==> src/rtl/subtractor_64_bit_seq.sv <==
// Slice-serial 64-bit subtractor: D = X - Y, with unsigned borrow and signed overflow flags.
// Latency: NSLICE = 64/SLICE cycles from the start edge to the done pulse; next start accepted in the done cycle.
// Backpressure: none; start is ignored while busy, and results hold until the next operation completes.
module subtractor_64_bit_seq #(
  parameter int SLICE = 8
) (
  input  logic        clk,
  input  logic        rst_n,
  input  logic        start,
  input  logic [63:0] X,
  input  logic [63:0] Y,
  output logic        busy,
  output logic        done,
  output logic [63:0] D,
  output logic        borrow,
  output logic        ovf
);

  localparam int NSLICE = 64 / SLICE;
  localparam int CW     = (NSLICE > 1) ? $clog2(NSLICE) : 1;
  localparam logic [CW-1:0] LAST_CNT = CW'(NSLICE - 1);

  typedef enum logic [1:0] {
    S_IDLE = 2'd0,
    S_RUN  = 2'd1,
    S_DONE = 2'd2
  } state_t;

  state_t        state_q, state_d;
  logic [CW-1:0] cnt_q, cnt_d;
  logic [63:0]   x_q, x_d;
  logic [63:0]   y_q, y_d;
  logic          carry_q, carry_d;
  logic [63:0]   d_q, d_d;
  logic          borrow_q, borrow_d;
  logic          ovf_q, ovf_d;

  logic          accept_c;
  logic          last_c;
  logic [5:0]    base_c;
  logic [SLICE-1:0] xs_c, ys_c;
  logic [SLICE:0]   sum_c;

  // One slice of X + ~Y + carry; the slice base is counter * SLICE.
  always_comb begin
    base_c   = 6'(cnt_q) * 6'(SLICE);
    xs_c     = x_q[base_c +: SLICE];
    ys_c     = y_q[base_c +: SLICE];
    sum_c    = {1'b0, xs_c} + {1'b0, ~ys_c} + {{SLICE{1'b0}}, carry_q};
    last_c   = (cnt_q == LAST_CNT);
    accept_c = start && (state_q != S_RUN);
  end

  // Next-state logic: DONE lasts one cycle unless a new start chains straight into RUN.
  always_comb begin
    state_d = state_q;
    case (state_q)
      S_IDLE:  if (start) state_d = S_RUN;
      S_RUN:   if (last_c) state_d = S_DONE;
      S_DONE:  state_d = start ? S_RUN : S_IDLE;
      default: state_d = S_IDLE;
    endcase
  end

  // Datapath next values: latch operands on accept, otherwise ripple one slice per RUN cycle.
  always_comb begin
    x_d      = x_q;
    y_d      = y_q;
    carry_d  = carry_q;
    cnt_d    = cnt_q;
    d_d      = d_q;
    borrow_d = borrow_q;
    ovf_d    = ovf_q;
    if (accept_c) begin
      x_d     = X;
      y_d     = Y;
      carry_d = 1'b1;
      cnt_d   = '0;
    end else if (state_q == S_RUN) begin
      d_d[base_c +: SLICE] = sum_c[SLICE-1:0];
      carry_d = sum_c[SLICE];
      cnt_d   = cnt_q + CW'(1);
      if (last_c) begin
        // Carry out of X + ~Y + 1 is the inverted borrow; the top slice's MSB is bit 63.
        borrow_d = ~sum_c[SLICE];
        ovf_d    = (x_q[63] ^ y_q[63]) & (sum_c[SLICE-1] ^ x_q[63]);
      end
    end
  end

  // State and datapath registers; reset discards any operation in flight.
  always_ff @(posedge clk or negedge rst_n) begin
    if (!rst_n) begin
      state_q  <= S_IDLE;
      cnt_q    <= '0;
      x_q      <= '0;
      y_q      <= '0;
      carry_q  <= 1'b0;
      d_q      <= '0;
      borrow_q <= 1'b0;
      ovf_q    <= 1'b0;
    end else begin
      state_q  <= state_d;
      cnt_q    <= cnt_d;
      x_q      <= x_d;
      y_q      <= y_d;
      carry_q  <= carry_d;
      d_q      <= d_d;
      borrow_q <= borrow_d;
      ovf_q    <= ovf_d;
    end
  end

  // Handshake outputs decode directly from the state register.
  always_comb begin
    busy   = (state_q == S_RUN);
    done   = (state_q == S_DONE);
    D      = d_q;
    borrow = borrow_q;
    ovf    = ovf_q;
  end

endmodule
==> config.mk <==
export PLATFORM = sky130hd
export DESIGN_NAME = subtractor_64_bit_seq
export DESIGN_NICKNAME = d
export VERILOG_FILES = /design/src/rtl/subtractor_64_bit_seq.sv
export SDC_FILE = /design/constraint.sdc
export NUM_CORES = 1
export LEC_CHECK = 0
export BUFFER_PORTS_ARGS = -buffer_cell sky130_fd_sc_hd__buf_2
export CAP_MARGIN = 0
export CORE_MARGIN = 5
export CORE_UTILIZATION = 23
export DETAILED_ROUTE_END_ITERATION = 6
export HOLD_SLACK_MARGIN = 0.02
export PLACE_DENSITY = 0.45
export SYNTH_ARGS = -nofsm -noshare
export SYNTH_HDL_FRONTEND = slang
export SYNTH_SLANG_ARGS = --single-unit
==> constraint.sdc <==
create_clock -name clk -period 7.02 [get_ports clk]
set_input_delay 1.053 -clock clk [delete_from_list [all_inputs] [get_ports clk]]
set_output_delay 1.053 -clock clk [all_outputs]
set_load 0.01 [all_outputs]
### After elaboration in Yosys (flattened, before gate mapping)

Index checks and enable logic that the tools add are counted.

| word-level totals | value |
|---|---|
| input port bits | 131 |
| register bits after elaboration | 200 |
| output and inout port bits | 68 |
| logic and storage cells | 43 |

| operators by class | value |
|---|---|
| bitwise gates (word level) | 6 |
| multiplexer cells | 9 |
| shift-type cells | 4 |
| reductions and logical operators | 6 |
| equal/unequal tests | 6 |
| $add $sub $neg | 4 |

Operators with widths:

| operator | number |
|---|---|
| variable part select 64 x 7 -> 8 bit | 2 |
| bitwise mux 64 bit | 1 |
| variable shift 8 x 8 -> 64 bit, first input constant | 1 |
| variable part select 8 x 8 -> 64 bit | 1 |
| adder 8 x 8 -> 9 bit | 1 |
| adder 9 x 1 -> 9 bit | 1 |
| negation 6 -> 8 bit | 1 |
| NOT 8 bit | 1 |
| two-way mux 3 bit | 2 |
| case mux 2 bit (3 select lines) | 1 |
| two-way mux 2 bit | 2 |
| inequality test 2 x 1 -> 1 bit, second input constant | 2 |
| AND reduction 2 bit | 2 |
| adder 3 x 1 -> 3 bit, second input constant | 1 |
| == test 3 bit, second input constant | 1 |
| two-way mux 1 bit | 3 |
| AND reduction 3 bit | 1 |
| == test 2 x 1 -> 1 bit, second input constant | 1 |
| == test 2 bit, second input constant | 1 |
| zero test 2 bit | 1 |
| inequality test 2 bit, second input constant | 1 |
| NOT 1 bit | 2 |
| nonzero test 2 bit | 1 |
| bitwise XOR 1 bit | 2 |
| other kinds (2) | 2 |

### Longest topological paths before layout

Gate-level depths: netlist of the first run.

| depth | value |
|---|---|
| word-level depth | 6 |
| mapped depth | 12 |
| depth with buffers taken out | 10 |

### Least setup slack after synthesis of the first run

No wires, ideal clock.

| timing | value |
|---|---|
| path type | reg-to-reg |
| start point | register cnt_q[0] |
| end point | register d_q[14] (netlist: D[14]) |
| slack | 3.689 ns |
| library setup time | 0.066 ns |
| stages on the path, launching flop included | 13 |
| buffers on the path | 2 |
| data required time | 6.954 ns |
| period minus slack after synthesis | 3.331 ns |
| data arrival time | 3.265 ns |
| cells stage by stage | dfrtp_1 buf_2 buf_2 mux4_2 nand2_1 nand2_1 fa_1 fa_1 nor2b_1 o31a_2 o21ai_0 a21oi_1 mux2_2 |

| on the way | value |
|---|---|
| word-level cells in the longest chain between the ends | 6 |
| elaborated cells on any way between the ends | 9 |
| those cells by class | add/sub: 3; shift: 4; mux: 1; bitwise: 1 |

RTL lines:

| what | RTL line | text |
|---|---|---|
| from (decl) | 30 | `logic [CW-1:0] cnt_q, cnt_d;` |
| from (signal assigned) | 104 | `cnt_q <= cnt_d;` |
| variable part select 64 x 7 -> 8 bit | 48 | `ys_c = y_q[base_c +: SLICE];` |
| NOT 8 bit | 49 | `sum_c = {1'b0, xs_c} + {1'b0, ~ys_c} + {{SLICE{1'b0}}, carry_q};` |
| adder 8 x 8 -> 9 bit | 49 |  |
| adder 9 x 1 -> 9 bit | 49 |  |
| variable part select 8 x 8 -> 64 bit | 80 | `d_d[base_c +: SLICE] = sum_c[SLICE-1:0];` |
| bitwise mux 64 bit * | 80 |  |
| to (signal assigned) | 99 | `d_q <= '0;` |
| to (signal assigned) | 108 | `d_q <= d_d;` |
| to (decl) | 34 | `logic [63:0] d_q, d_d;` |

Mark *: on every way between the ends. The rest lies on a longest branch, timed or not.
A chain may end at the register's enable or synchronous reset.

### Final worst setup path of the first run

Same ends and word-level chain as after synthesis.

==> reports/metrics.cfg, run 1 <==
[logic_synthesis]
synth_common_cells = 200 x dfrtp_1, 161 x mux2_2, 73 x nand2_1
synth_seq_area_share_pct = 56.5
synth_fp_nets = 768
synthCells = 624
ys_seq_elements = 200
synth-edff-count = 0
yosysTopAreaCell = dfrtp_1
async_reset_ff_share_pct = 100
synth_area_um2 = 8850
synth_most_common_cell = dfrtp_1
synth_area_leaders = dfrtp_1 57%, mux2_2 20%, mux4_2 8.1%
yosys.area.top_type_share_pct = 56.5
synth.yosys.warnings = 0
synth_cell_types = 44
syn_avg_cell_area_um2 = 14.2
ys.flop_type = dfrtp_1

[drt]
remaining_drc_errors = 0
drt-wirelength-per-cell_um = 18.6
drt-total-wl_um = 24900
vias_per_cell = 4.23
vias = 5649
first_pass_iters = 4
dr.first_iter.drc_count = 191
antenna_left = 0

[critical_path]
startpoint_type = register
arrival_ps = 4320
worstPathMaxFanout = 41
required_ps = 7400
worstSetupStartpoint = cnt_q[0]
worstReg2RegStart = cnt_q[0]
cp-end-kind = register
crit_type = register to register

[die]
ios = 199
start_util_pct = 23.4
die_x_um = 206
die-area_um2 = 42500
num_rows = 71
core-area_um2 = 37800
die_h_um = 206

[final_layout]
fill_cells = 3989
multiInputGateArea_um2 = 3670
syn2layout_area_growth_pct = 24.0
nNetsFinal = 956
post-route-util_pct = 29.0
drive_gt1_share_pct = 53.5
final-seq-area_um2 = 5010

[placement]
hpwlAfterDp_um = 17900
port_buffers = 198
gp_congestion = 0.736

[power_and_ir_drop]
powerDensity_nw_per_um2 = 581
vdd_drop_max_v = 0.000391
switching_share_pct = 41.1
combPwrFrac_pct = 51.0
p_int_uw = 3760
p_sw_uw = 2620
power_leakage_uw = 0.00497
seqPwrFrac_pct = 33.1
pwr-share-clk_pct = 15.8

[sta]
period_needed_ps = 3940
setup_violations = 0
hold_viol_final = 0
fmax_ghz = 0.254
fin_crit_sh_pct = 56.2
setup-tns-final_ps = 0
drv_slew = 0
relSlewSlack_pct = 29.7
holdWs_ps = 476
clock_skew_ps = 12.0
rsz0062_at_grt = false
tightest_slew_ps = 1050

[grt]
antenna_found_initial = 14
grt_max_degree = 77
grt.overflow.total = 0
grt_pass1_vias = 5866
grt_pass1_wl_um = 36900
track_usage_pct = 11.8

[clocking]
postCtsHoldBufs = 0
clk_latency_ps = 450
cts_made_buffers = 17
cts_tree = built
ctsLongestPathBuffers = 2
clk_pin_slew_ps = 70
cts_resized = 0
cts_max_level = 4
post_cts_buffers = 0
ctsRootBufferMaster = clkbuf_16
cts_num_sinks = 200

[worst_hold_path]
hp-start = D[47]
holdCritPathClass = register to register

[flow_run]
drv_cap = 0

[outcome]
status = complete, no violations

stage by stage:
step / setup slack [ps] / power [uW] / cell area (um^2) / std cells
2_1_floorplan: 3690 / 4290 / 8850 / 624
3_3_place_gp: 3080 / 5430 / 10400 / 1304
3_5_place_dp: 3000 / 5480 / 10400 / 1304
4_1_cts: 3000 / 6520 / 11000 / 1335
5_1_grt: 2780 / 6900 / 11000 / 1336
6_report: 3080 / 6380 / 11000 / 1337
critical path, cell delays in order, from the launching register on:
cell     delay, ps
dfrtp_4        970
mux4_2         590
nand2_1         80
nand2_1         80
fa_1           440
fa_1           430
nor2b_1        160
o31a_2         160
o21ai_0         70
a21oi_1        560
mux2_2         280
final timing paths:
path                           end  slack [ps]  cells past startpoint
min reg2reg                  D[47]         480                      2
min in group asynchronous    D[40]         570                      1
max in group asynchronous  y_q[50]        5120                      2
min                          D[47]         480                      2
max reg2reg                  D[14]        3080                     10
max                          D[14]        3080                     10
layer usage:
layer	vias up	routed length (um)	track usage, %
li1	2630	-	-
met1	2827	11200	15.5
met2	141	11400	18.3
met3	29	1920	5.04
met4	22	185	2.35
met5	-	171	0
final cells by class:
cell class	instances	share of cell area, %
Antenna cell	2	0.0456
Timing Repair Buffer	202	9.39
Clock buffer	20	4.07
Inverter	10	0.342
Sequential cell	200	45.6
Multi-Input combinational cell	381	33.4
Clock inverter	11	1.24
Tap cell	511	5.83
cell families after synthesis:
kind of cell             after synthesis  share of synthesized area [%]
multiplexers                         200                           29.4
XOR/XNOR                               1                         0.0989
buffers and inverters                 43                           2.12
flip-flops                           200                           56.5
AND/OR/NAND/NOR                      116                           6.09
adder cells (fa/ha/maj)               13                           2.01
AO/OA/AOI/OAI                         51                           3.76
power groups by stage:
stage / Clock, uW / Combinational [uW] / Sequential, uW
floorplan: 0 / 2250 / 2040
global placement: 0 / 3280 / 2150
detailed placement: 0 / 3330 / 2150
CTS: 1060 / 3340 / 2130
global route: 1090 / 3610 / 2200
finish: 1010 / 3250 / 2110
cells in the final DEF (no fill, tap or decap), types with 2 or more instances in the layout:
| cell type | netlist | final |
|---|---|---|
| dfrtp_1 | 200 | 198 |
| buf_2 | 21 | 197 |
| mux2_2 | 161 | 161 |
| nand2_1 | 73 | 72 |
| mux4_2 | 32 | 32 |
| o21ai_0 | 29 | 29 |
| clkbuf_16 | 0 | 17 |
| ha_1 | 11 | 11 |
| nor2_1 | 10 | 10 |
| inv_1 | 8 | 8 |
| mux2i_1 | 7 | 7 |
| inv_6 | 0 | 7 |
| nor3_1 | 5 | 5 |
| nand3_1 | 4 | 4 |
| o31ai_1 | 4 | 4 |
| buf_4 | 0 | 4 |
| o21a_1 | 3 | 3 |
| a21oi_1 | 3 | 3 |
| or2_2 | 3 | 3 |
| or4_1 | 3 | 3 |
| diode_2 | 0 | 2 |
| and2_1 | 2 | 2 |
| nand2b_1 | 2 | 2 |
| nor2b_1 | 2 | 2 |
| o211ai_1 | 2 | 2 |
| o22ai_1 | 2 | 2 |
| or3_1 | 2 | 2 |
| nand4_1 | 2 | 2 |
| nand3b_1 | 2 | 2 |
| nor4_2 | 2 | 2 |
| fa_1 | 2 | 2 |
| bufinv_16 | 0 | 2 |
| clkinvlp_4 | 0 | 2 |
| clkbuf_1 | 11 | 2 |
flip-flops by register name, summed over array words and instances (netlist names):
signal and flops:
D 64, borrow 1, carry_q 1, cnt_q 3
ovf 1, state_q 2, x_q 64, y_q 64
(Power assumes the default switching activity.)
==> inputs of run 2 (changes only) <==
clock period = 3.8 ns   (was 7.02 ns; I/O delays follow)
==> run 2 against run 1 <==
Cell count increased by 1.6%. Combinational power increased by 100%. First-iteration DRC count increased by 34%. Largest cell class unchanged. Setup slack got worse by 2700 ps. Routed wire length increased by 1.5%. Global-route usage increased by 0.33 points. Highest routed layer unchanged. Largest power group unchanged.
==> reports/metrics.cfg, run 2 (synthesis gave the netlist of run 1 again) <==
[sta]
relSlewSlack_pct = 43.8
fmax_ghz = 0.291
hold_viol_final = 0
tightest_slew_ps = 844
setup-tns-final_ps = 0
drv_slew = 0
fin_crit_sh_pct = 90.4
period_needed_ps = 3430
clock_skew_ps = 16.2
setup_violations = 0
rsz0062_at_grt = false

[grt]
grt_util_met3_pct = 3.80
grt_pass1_vias = 6166
grtUsageMet1_pct = 16.6
busiest_layer = met2
grtUsageMet2_pct = 18.6
grt_max_degree = 101
grt.overflow.total = 0
track_usage_pct = 12.1
antenna_found_initial = 9
grt_pass1_wl_um = 38600

[die]
die-area_um2 = 42500
ios = 199
die_h_um = 206
start_util_pct = 23.4
num_rows = 71
core-area_um2 = 37800
die_x_um = 206

[placement]
gp_congestion = 0.759
port_buffers = 198
hpwlAfterDp_um = 18900
place_area_um2 = 10600

[final_layout]
syn2layout_area_growth_pct = 26.6
layout_commonest_cell = dfrtp_1
post-route-util_pct = 29.6
final_cell_mix = 198 x dfrtp_1, 197 x buf_2, 161 x mux2_2
fin_area_um2 = 11200
drive_gt1_share_pct = 55.2
nNetsFinal = 977
fill_cells = 3976

[critical_path]
arrival_ps = 3810
crit_type = register to register
reg2reg_to = D[46]
r2r_slack_ps = 370
r2r_cells = 11
startpoint_type = register
worstPathMaxFanout = 8
required_ps = 4180
worstSetupStartpoint = cnt_q[0]
worstSetupEndpoint = D[46]
worstReg2RegStart = cnt_q[0]
cp-end-kind = register

[drt]
drt-wirelength-per-cell_um = 18.6
vias_per_cell = 4.23
remaining_drc_errors = 0
antenna_left = 0
dr.first_iter.drc_count = 256
first_pass_iters = 4
drt-total-wl_um = 25200
vias = 5753

[clocking]
postCtsHoldBufs = 0
cts_num_sinks = 200
clk_latency_ps = 450
cts_tree = built
ctsRootBufferMaster = clkbuf_16
cts_made_buffers = 17
clk_pin_slew_ps = 80
ctsLongestPathBuffers = 2
cts_max_level = 4

[flow_run]
drv_cap = 0

[power_and_ir_drop]
vdd_drop_max_v = 0.000664
powerDensity_nw_per_um2 = 1090
power_leakage_uw = 0.00511

[outcome]
status = complete, no violations

[worst_hold_path]
holdCritPathClass = input port to asynchronous set/reset pin

[run 2: repair_timing]
| item | 4_1_cts | 5_1_grt |
|---|---|---|
| buffers inserted | 0 | 6 |
| resized for setup | 0 | 3 |
| setup endpoints to repair | 0 | 24 |
[run 2: final cells by class]
type                            count  area, um^2  share of cell area [%]
Tap cell                          511         639                    5.70
Antenna cell                        2        5.00                  0.0447
Clock inverter                     13         154                    1.37
Sequential cell                   200        5010                    44.7
Multi-Input combinational cell    381        3680                    32.8
Inverter                           10        37.5                   0.335
Clock buffer                       19         443                    3.95
Timing Repair Buffer              223        1240                    11.1
[run 2: how the worst min path moves through the flow]
stage | endpoint | slack [ps] | depth (start not counted)
finish | D[17] | 190 | 1
global route | D[57] | 230 | 1
CTS | D[20] | 210 | 1
detailed placement | D[36] | 460 | 2
global placement | D[49] | 460 | 2
floorplan | D[0] | 270 | 0
[run 2: metrics by stage]
stage	instances	worst slack, ps	total power, uW	hold WS [ps]
2_1_floorplan	624	469	7930	274
3_3_place_gp	1319	119	10300	457
3_5_place_dp	1319	52.5	10400	461
4_1_cts	1351	15.3	12300	214
5_1_grt	1357	186	13200	227
6_report	1359	365	12200	190
[run 2: layer usage]
layer,up-vias,routed length (um)
met3,29,1850
met1,2882,11700
met2,156,11300
met4,12,331
met5,-,62
li1,2674,-
[run 2: where the power goes]
| part | internal (uW) | switching (uW) | leakage, uW | total, uW |
|---|---|---|---|---|
| clock | 960 | 926 | 0.000295 | 1890 |
| combinational | 3000 | 3500 | 0.00242 | 6500 |
| sequential | 3210 | 609 | 0.00239 | 3820 |
| total | 7170 | 5030 | 0.00511 | 12200 |
[run 2: critical path, stage by stage (launching register included)]
cell and delay (ps):
dfrtp_4 480, buf_4 220, mux4_2 530, nand2_1 90, nand2_1 70, fa_1 440
fa_1 440, nor2b_1 160, o31a_2 170, o21ai_0 90, a21oi_2 420, mux2_2 240
==> inputs of run 3 (changes only) <==
PLACE_DENSITY = 0.46   (was 0.45)
clock period = 3 ns   (was 3.8 ns; I/O delays follow)
==> run 3 against run 2 <==
Sequential share of layout area fell by 2.6 points. First-iteration DRC count stayed put. Clock power grew 25%. Die area stayed put. Setup slack worse by 420 ps. Power rose by 50%. Global-route usage is 0.20 points higher. Highest routed layer unchanged. The run now ends with setup timing left. Largest cell class unchanged. Design area up 6.1%.
==> reports/metrics.cfg, run 3 (synthesis gave the netlist of run 1 again) <==
[sta]
fin_crit_sh_pct = 102
tightest_slew_ps = 660
clock_skew_ps = 15.4
setup_violations = 24
relSlewSlack_pct = 56.0
worst_slack_ps = -59.4
setup-tns-final_ps = -847
hold_viol_final = 0
rsz0062_at_grt = true
period_needed_ps = 3060
drv_slew = 0
fmax_ghz = 0.327

[die]
die_x_um = 206
ios = 199
core-area_um2 = 37800
start_util_pct = 23.4
die_h_um = 206
num_rows = 71
die-area_um2 = 42500

[power_and_ir_drop]
p_total_uw = 18300
vdd_drop_max_v = 0.000926
powerDensity_nw_per_um2 = 1540
power_leakage_uw = 0.00541

[clocking]
cts_max_level = 4
ctsRootBufferMaster = clkbuf_16
cts_made_buffers = 17
cts_tree = built
clk_pin_slew_ps = 90
cts_num_sinks = 200
ctsLongestPathBuffers = 2
clk_latency_ps = 460

[critical_path]
required_ps = 3330
r2r_cells = 10
cp-end-kind = register
worstPathMaxFanout = 7
reg2reg_to = D[63]
worstReg2RegStart = cnt_q[0]
r2r_slack_ps = -60
startpoint_type = register
arrival_ps = 3390
crit_type = register to register

[grt]
grt_pass1_wl_um = 39000
grt_pass1_vias = 6278
grtUsageMet2_pct = 19.3
busiest_layer = met2
grt_util_met3_pct = 3.88
track_usage_pct = 12.3
grt.overflow.total = 0
grt_max_degree = 78
antenna_found_initial = 5
grtUsageMet1_pct = 16.7

[final_layout]
multiInputGateArea_um2 = 3890
syn2layout_area_growth_pct = 34.3
nNetsFinal = 1015
fin_area_um2 = 11900
layout_commonest_cell = dfrtp_1
final-seq-area_um2 = 5010
final_cell_mix = 198 x dfrtp_1, 197 x buf_2, 145 x mux2_2
fill_cells = 3901
drive_gt1_share_pct = 59.5

[placement]
gp_congestion = 0.761
place_area_um2 = 10900
hpwlAfterDp_um = 19500
port_buffers = 198

[drt]
vias_per_cell = 4.19
remaining_drc_errors = 0
drt-wirelength-per-cell_um = 18.5
vias = 5857
dr.first_iter.drc_count = 256
first_pass_iters = 4
antenna_left = 0
drt-total-wl_um = 25900

[worst_hold_path]
hold_end = x_q[41]
hp-start = X[41]
holdPathStages = 2
holdCritPathClass = input port to register

[flow_run]
drv_cap = 0

[outcome]
status = complete, but fails checks
failed_checks = setup timing

[run 3: final cells by class]
cell class,instances,share of cell area [%]
clock inverters,14,1.44
well taps,511,5.38
inverters,10,0.316
repair buffers,261,14.3
diodes,2,0.0421
multi-input cells,381,32.7
flip-flops and latches,200,42.1
clock buffers,18,3.69
[run 3: how the worst max path moves through the flow]
stage / from / end
2_1_floorplan: cnt_q[0] / ovf
3_3_place_gp: cnt_q[0] / D[22]
3_5_place_dp: cnt_q[0] / D[14]
4_1_cts: cnt_q[0] / D[37]
5_1_grt: cnt_q[0] / D[37]
6_report: cnt_q[0] / D[63]
[run 3: what timing repair did]
item / CTS / global route
hold buffers: 1 / 0
setup buffers: 8 / 5
endpoints found under the hold margin: 42 / 0
endpoints found under the setup margin: 41 / 36
gates resized for setup: 41 / 18
pin swaps: 16 / 13
cloned: 1 / 0
[run 3: stage by stage]
step	instances	hold slack, ps	utilization (%)	setup slack [ps]
2_1_floorplan	624	154	-	26.0
3_3_place_gp	1351	457	28.7	-239
3_5_place_dp	1351	467	28.7	-268
4_1_cts	1391	189	31.1	-113
5_1_grt	1395	188	31.4	-140
6_report	1397	216	31.4	-59.4
[run 3: per-layer routing]
metal / part of all wire, % / routed length [um]
met5: 0.11 / 28
met4: 1.0 / 267
met3: 6.5 / 1680
met2: 46 / 11900
met1: 46 / 12000
[run 3: critical path: stages (launching register included)]
cell,delay [ps]
dfrtp_2,430
buf_12,160
buf_12,130
mux4_2,540
mux2i_2,200
ha_1,280
a21o_2,230
or4_4,430
o22ai_4,170
nor2_4,100
mux2_4,270
[run 3: power by group]
group	internal [uW]	total, uW	switching [uW]
combinational	5970	11100	5140
clock	1150	2370	1220
sequential	4070	4830	762
